===== src/rtl/mem_stage.sv =====
// mem_stage: memory-access stage of the 5-stage RV32I pipeline.
// Drives a ready-handshaked data-memory port from the EX/MEM register,
// aligns store data / byte enables, extracts and extends load data and
// produces the registered MEM/WB-side results plus the pipeline stall.
// Optional feature: define MEM_TIMEOUT_EN to abort an access that waits
// TIMEOUT_CYCLES BUSY cycles without dmem_ready (bus_err pulse, bubble).
module mem_stage #(
  parameter int TIMEOUT_CYCLES = 16
) (
  input  logic        clk,
  input  logic        reset,
  // control and data from EX/MEM
  input  logic        RegWrite_in,
  input  logic        MemToReg_in,
  input  logic        MemRead_in,
  input  logic        MemWrite_in,
  input  logic        Branch_in,
  input  logic [31:0] alu_result_in,
  input  logic [31:0] rs2_data_in,
  input  logic        zero_in,
  input  logic [31:0] branch_target_in,
  input  logic [4:0]  rd_in,
  input  logic [2:0]  funct3_in,
  // data-memory port
  output logic        dmem_req,
  output logic        dmem_we,
  output logic [31:0] dmem_addr,
  output logic [31:0] dmem_wdata,
  output logic [3:0]  dmem_be,
  input  logic [31:0] dmem_rdata,
  input  logic        dmem_ready,
  // pipeline control
  output logic        mem_stall,
  output logic        pc_src,
  output logic [31:0] pc_branch_target,
  output logic        misalign_err,
  output logic        bus_err,
  // MEM/WB side
  output logic        wb_RegWrite,
  output logic        wb_MemToReg,
  output logic [31:0] wb_mem_data,
  output logic [31:0] wb_alu_result,
  output logic [4:0]  wb_rd
);

  localparam logic [0:0] IDLE = 1'b0;
  localparam logic [0:0] BUSY = 1'b1;

  logic [0:0]  state_reg;
  logic [0:0]  state_next;

  // decode of the incoming instruction
  logic        access;
  logic        size_byte;
  logic        size_half;
  logic        misaligned;
  logic        issue;
  logic [3:0]  be_calc;
  logic [31:0] wdata_calc;

  // copy of the accepted access, kept stable while BUSY
  logic        we_hold_reg;
  logic        load_hold_reg;
  logic [3:0]  be_hold_reg;
  logic [31:0] wdata_hold_reg;
  logic [2:0]  f3_hold_reg;
  logic        rw_hold_reg;
  logic        m2r_hold_reg;
  logic [31:0] alu_hold_reg;
  logic [4:0]  rd_hold_reg;

  // load extraction from the returned word
  logic [7:0]  byte_val;
  logic [15:0] half_val;
  logic [31:0] load_data;

  logic        timeout_hit;

  assign access     = MemRead_in | MemWrite_in;
  assign size_byte  = (funct3_in[1:0] == 2'b00);
  assign size_half  = (funct3_in[1:0] == 2'b01);
  // halfwords need an even address, words need a 4-byte aligned address
  assign misaligned = access &
                      ((size_half & alu_result_in[0]) |
                       (~size_byte & ~size_half & (|alu_result_in[1:0])));
  assign issue      = (state_reg == IDLE) & access & ~misaligned;

  // Branch resolution does not depend on the memory FSM.
  assign pc_src           = Branch_in & zero_in;
  assign pc_branch_target = branch_target_in;

  // Store lanes: bytes go to every lane, halves to both half-words, words as-is,
  // so the byte enables alone select where the data lands.
  genvar gi;
  generate
    for (gi = 0; gi < 4; gi++) begin : g_lane
      assign wdata_calc[gi*8 +: 8] = size_byte ? rs2_data_in[7:0] :
                                     size_half ? rs2_data_in[(gi % 2)*8 +: 8] :
                                                 rs2_data_in[gi*8 +: 8];
    end
  endgenerate

  // Byte enables: stores select lanes by size and offset, loads read the full word.
  always_comb begin
    be_calc = 4'b1111;
    if (MemWrite_in) begin
      if (size_byte) begin
        be_calc = 4'b0001 << alu_result_in[1:0];
      end else if (size_half) begin
        be_calc = alu_result_in[1] ? 4'b1100 : 4'b0011;
      end
    end
  end

  assign byte_val = dmem_rdata[{alu_hold_reg[1:0], 3'b000} +: 8];
  assign half_val = alu_hold_reg[1] ? dmem_rdata[31:16] : dmem_rdata[15:0];

  // Load result: pick the addressed byte/half and sign- or zero-extend it.
  always_comb begin
    case (f3_hold_reg[1:0])
      2'b00:   load_data = {{24{~f3_hold_reg[2] & byte_val[7]}}, byte_val};
      2'b01:   load_data = {{16{~f3_hold_reg[2] & half_val[15]}}, half_val};
      default: load_data = dmem_rdata;
    endcase
  end

`ifdef MEM_TIMEOUT_EN
  logic [31:0] to_cnt_reg;
  logic        bus_err_reg;

  assign timeout_hit = (state_reg == BUSY) & ~dmem_ready &
                       (to_cnt_reg == 32'(TIMEOUT_CYCLES - 1));
  assign bus_err     = bus_err_reg;

  // Count unanswered BUSY cycles; cleared whenever the FSM leaves BUSY.
  always_ff @(posedge clk or posedge reset) begin
    if (reset) begin
      to_cnt_reg  <= 32'd0;
      bus_err_reg <= 1'b0;
    end else begin
      bus_err_reg <= timeout_hit;
      if ((state_reg == BUSY) && (state_next == BUSY)) begin
        to_cnt_reg <= to_cnt_reg + 32'd1;
      end else begin
        to_cnt_reg <= 32'd0;
      end
    end
  end
`else
  assign timeout_hit = 1'b0;
  assign bus_err     = 1'b0;
`endif

  // Bus drive, stall and next state. IDLE drives the request straight from the
  // inputs so an access issues in its first cycle; BUSY replays the held copy.
  always_comb begin
    state_next = state_reg;
    dmem_req   = 1'b0;
    dmem_we    = 1'b0;
    dmem_addr  = 32'd0;
    dmem_wdata = 32'd0;
    dmem_be    = 4'd0;
    mem_stall  = 1'b0;
    if (state_reg == IDLE) begin
      if (issue) begin
        dmem_req   = 1'b1;
        dmem_we    = MemWrite_in;
        dmem_addr  = {alu_result_in[31:2], 2'b00};
        dmem_wdata = wdata_calc;
        dmem_be    = be_calc;
        mem_stall  = 1'b1;
        state_next = BUSY;
      end
    end else begin
      if (timeout_hit) begin
        state_next = IDLE;
      end else begin
        dmem_req   = 1'b1;
        dmem_we    = we_hold_reg;
        dmem_addr  = {alu_hold_reg[31:2], 2'b00};
        dmem_wdata = wdata_hold_reg;
        dmem_be    = be_hold_reg;
        mem_stall  = ~dmem_ready;
        if (dmem_ready) begin
          state_next = IDLE;
        end
      end
    end
    // Reset is asynchronous, so the request and stall must drop with it.
    if (reset) begin
      dmem_req   = 1'b0;
      dmem_we    = 1'b0;
      dmem_addr  = 32'd0;
      dmem_wdata = 32'd0;
      dmem_be    = 4'd0;
      mem_stall  = 1'b0;
    end
  end

  // FSM state, held access copy, error pulse and MEM/WB results.
  always_ff @(posedge clk or posedge reset) begin
    if (reset) begin
      state_reg      <= IDLE;
      we_hold_reg    <= 1'b0;
      load_hold_reg  <= 1'b0;
      be_hold_reg    <= 4'd0;
      wdata_hold_reg <= 32'd0;
      f3_hold_reg    <= 3'd0;
      rw_hold_reg    <= 1'b0;
      m2r_hold_reg   <= 1'b0;
      alu_hold_reg   <= 32'd0;
      rd_hold_reg    <= 5'd0;
      misalign_err   <= 1'b0;
      wb_RegWrite    <= 1'b0;
      wb_MemToReg    <= 1'b0;
      wb_mem_data    <= 32'd0;
      wb_alu_result  <= 32'd0;
      wb_rd          <= 5'd0;
    end else begin
      state_reg    <= state_next;
      misalign_err <= (state_reg == IDLE) & misaligned;

      if (issue) begin
        we_hold_reg    <= MemWrite_in;
        load_hold_reg  <= MemRead_in;
        be_hold_reg    <= be_calc;
        wdata_hold_reg <= wdata_calc;
        f3_hold_reg    <= funct3_in;
        rw_hold_reg    <= RegWrite_in;
        m2r_hold_reg   <= MemToReg_in;
        alu_hold_reg   <= alu_result_in;
        rd_hold_reg    <= rd_in;
      end

      if (mem_stall) begin
        // stalled cycle: send a bubble, keep the data fields
        wb_RegWrite <= 1'b0;
        wb_MemToReg <= 1'b0;
      end else if (state_reg == BUSY) begin
        // access finished (or timed out): retire the held instruction
        wb_RegWrite   <= rw_hold_reg & ~timeout_hit;
        wb_MemToReg   <= m2r_hold_reg;
        wb_alu_result <= alu_hold_reg;
        wb_rd         <= rd_hold_reg;
        wb_mem_data   <= (load_hold_reg & ~timeout_hit) ? load_data : 32'd0;
      end else begin
        // single-cycle pass-through; a misaligned access retires as a bubble
        wb_RegWrite   <= RegWrite_in & ~misaligned;
        wb_MemToReg   <= MemToReg_in;
        wb_alu_result <= alu_result_in;
        wb_rd         <= rd_in;
        wb_mem_data   <= 32'd0;
      end
    end
  end

endmodule


===== config.mk =====
export PLATFORM = sky130hd
export DESIGN_NAME = mem_stage
export DESIGN_NICKNAME = d
export VERILOG_FILES = /design/src/rtl/mem_stage.sv
export SDC_FILE = /design/constraint.sdc
export NUM_CORES = 1
export LEC_CHECK = 0
export BUFFER_PORTS_ARGS = -buffer_cell sky130_fd_sc_hd__buf_2
export CORE_ASPECT_RATIO = 0.5
export CORE_UTILIZATION = 53
export DETAILED_ROUTE_END_ITERATION = 8
export GPL_ROUTABILITY_DRIVEN = 0
export PLACE_DENSITY = 0.86
export SLEW_MARGIN = 20
export SYNTH_ARGS = -nofsm -noshare
export SYNTH_HDL_FRONTEND = slang
export SYNTH_SLANG_ARGS = --single-unit

===== constraint.sdc =====
create_clock -name clk -period 15.1 [get_ports clk]
set_clock_uncertainty 0.05 [all_clocks]
set_input_delay 0.755 -clock clk [delete_from_list [all_inputs] [get_ports clk]]
set_output_delay 0.755 -clock clk [all_outputs]
set_load 0.05 [all_outputs]

==> results.yml <==
run_status:
  status: "completed"
die:
  start_util: 0.543
  chipWidth_um: 174
  io_pins: 322
  core_area_um2: 14500
  die-area_um2: 15400
  die_h_um: 88.1
  rows: 31
yosys:
  yosys_register_bits: 153
  yosysUniqueCellTypes: 40
  netlist_area_um2: 7860
  yosysSeqAreaShare: 0.487
  synthCells: 790
  async_flop_share: 1.00
  yosysWarnings: 0
  synth-main-ff-cell: "dfrtp_1"
  synth-edff-count: 0
  syn_avg_cell_area_um2: 9.95
clock_network:
  clk_pin_slew_worst_paths_ns: 0.06
  root_buffer: "clkbuf_16"
  cts_setup_buffers: 0
  clkLatencyLatePin_ns: 0.42
  holdBufCountCts: 0
  cts_tree: "done"
  cts.path.max_buffers: 2
  htree_levels: 4
  cts.repair.resized: 0
  clkSinkCount: 153
  cts-buffers-inserted: 17
sta:
  hold_viol_final: 0
  setup_viol: 0
  fin_crit_sh: 0.283
  timing.hold.ws_ns: 0.430
  setup_tns_ns: 0
  rsz0062_at_grt: "no"
  max_freq_ghz: 0.234
  max_slew_margin: 0.306
  report.final.slew_viol_count: 0
  finalCriticalPeriod_ns: 4.28
  tightest_slew_ns: 1.04
detailed_routing:
  first_pass_iters: 5
  wl_um: 21700
  drc: 0
  via_per_inst: 5.74
  wire_per_inst_um: 18.3
  drt_iter0_markers: 662
  ant_nets: 0
  vias: 6826
layout:
  layout_common_cells: "buf_2, nand2_1, dfrtp_1"
  nFillCells: 1116
  nets: 1124
  diodes: 0
  stdcell_count: 1189
  final_common_cell: "buf_2"
  fin_util: 0.659
  drive_gt1_frac: 0.339
  syn_to_final_growth_pct: 21.2
worst_hold_path:
  hold_path.class: "register to register"
  min_path_cells: 2
global_route:
  grt_first_pass_wirelength_um: 33100
  antenna_found_initial: 0
  grt_overflow: 0
  track_usage: 0.277
  grt_pass1_vias: 6432
  grt_max_degree: 103
setup_path:
  cp.arrival_ns: 3.47
  startpoint_type: "primary input"
  critPathMaxFanout: 102
  worstRegToRegCells: 4
  end_kind: "output port"
  crit_type: "primary input to output port"
  worst_ep_required_time_ns: 14.30
power:
  power_density_nw_per_um2: 171
  power.leakage_nw: 4.92
  peakVddDrop_mv: 0.104
flow_run:
  drv_cap: 0
placed_design:
  portBuffers: 254
  dp.cells: 1158
  place_hpwl_um: 14900
==> cells by family after synthesis <==
logic type / after synthesis / synth area share
multiplexers: 107 / 0.148
other: 1 / 0.000477
buffers and inverters: 97 / 0.0673
AO/OA/AOI/OAI: 176 / 0.167
flip-flops: 153 / 0.487
AND/OR/NAND/NOR: 256 / 0.130
==> synth_stat cells (2+ instances only) <==
master | count | area share
dfrtp_1 | 153 | 0.49
a22o_1 | 43 | 0.048
buf_1 | 5 | 0.0024
a31oi_1 | 2 | 0.0016
buf_4 | 37 | 0.035
a21oi_1 | 15 | 0.0095
a211oi_1 | 7 | 0.0067
buf_2 | 15 | 0.0095
nand2b_1 | 10 | 0.0080
nor2b_1 | 4 | 0.0032
mux2_2 | 32 | 0.046
inv_2 | 2 | 0.00096
o221ai_1 | 7 | 0.0078
a32o_1 | 8 | 0.010
inv_1 | 4 | 0.0019
or2_1 | 3 | 0.0024
clkbuf_1 | 33 | 0.016
mux2i_1 | 33 | 0.042
mux2_1 | 42 | 0.060
o21ai_0 | 34 | 0.022
nand3_1 | 2 | 0.0013
nand2_1 | 208 | 0.099
o21ai_1 | 26 | 0.017
nor2_1 | 24 | 0.011
or3_1 | 3 | 0.0024
a221o_1 | 23 | 0.029
o211ai_2 | 2 | 0.0032
==> metrics by stage <==
step                      setup WS, ns  cell area (um2)  power (W)
final                            10.82             9530    0.00163
after global routing             10.65             9530    0.00171
after CTS                        10.65             9520    0.00164
after detailed placement         10.86             8960    0.00122
after global placement           10.98             8960    0.00121
after floorplan                   8.29             7870    0.00108
==> worst max-delay path: stages <==
cell and delay, ns:
buf_2 0.50, a21oi_1 0.25, o211ai_4 0.25, buf_4 0.80, nor2_4 0.38, a22o_1 0.30, buf_2 0.21
==> per-layer routing <==
metal / global-route usage / wire length (um) / vias up / part of all wire
li1: - / - / 3110 / -
met4: 0.117 / 563 / 0 / 0.026
met5: 0 / 0 / - / 0
met1: 0.347 / 8890 / 3388 / 0.41
met2: 0.475 / 11000 / 272 / 0.51
met3: 0.0608 / 1280 / 56 / 0.059
==> path summary, 6_finish.rpt <==
kind                            slack, ns               start                 end
min in group asynchronous            0.57               reset      wb_mem_data[9]
worst max-delay path                10.82        funct3_in[1]       dmem_addr[31]
max in group asynchronous           13.09               reset      rd_hold_reg[0]
worst max register to register      12.47           state_reg   wb_alu_result[17]
worst min-delay path                 0.43  wdata_hold_reg[26]  wdata_hold_reg[26]
worst min register to register       0.43  wdata_hold_reg[26]  wdata_hold_reg[26]
==> final cells by class <==
class	count	area, um2	share of cell area
sequential	153	3830	0.402
clock buffer	18	429	0.0450
clock inverter	13	135	0.0142
multi-input combinational	542	3550	0.372
tap	198	248	0.0260
inverter	6	27.5	0.00289
timing repair buffer	259	1310	0.137
==> power breakdown <==
| group | internal, W | leakage (nW) | switching (W) | total [W] |
|---|---|---|---|---|
| Combinational | 0.000175 | 2.74 | 0.000445 | 0.000620 |
| Sequential | 0.000517 | 1.91 | 0.0000859 | 0.000603 |
| Clock | 0.000231 | 0.264 | 0.000179 | 0.000409 |
| Total | 0.000923 | 4.92 | 0.000710 | 0.00163 |
(Power assumes the default switching activity.)
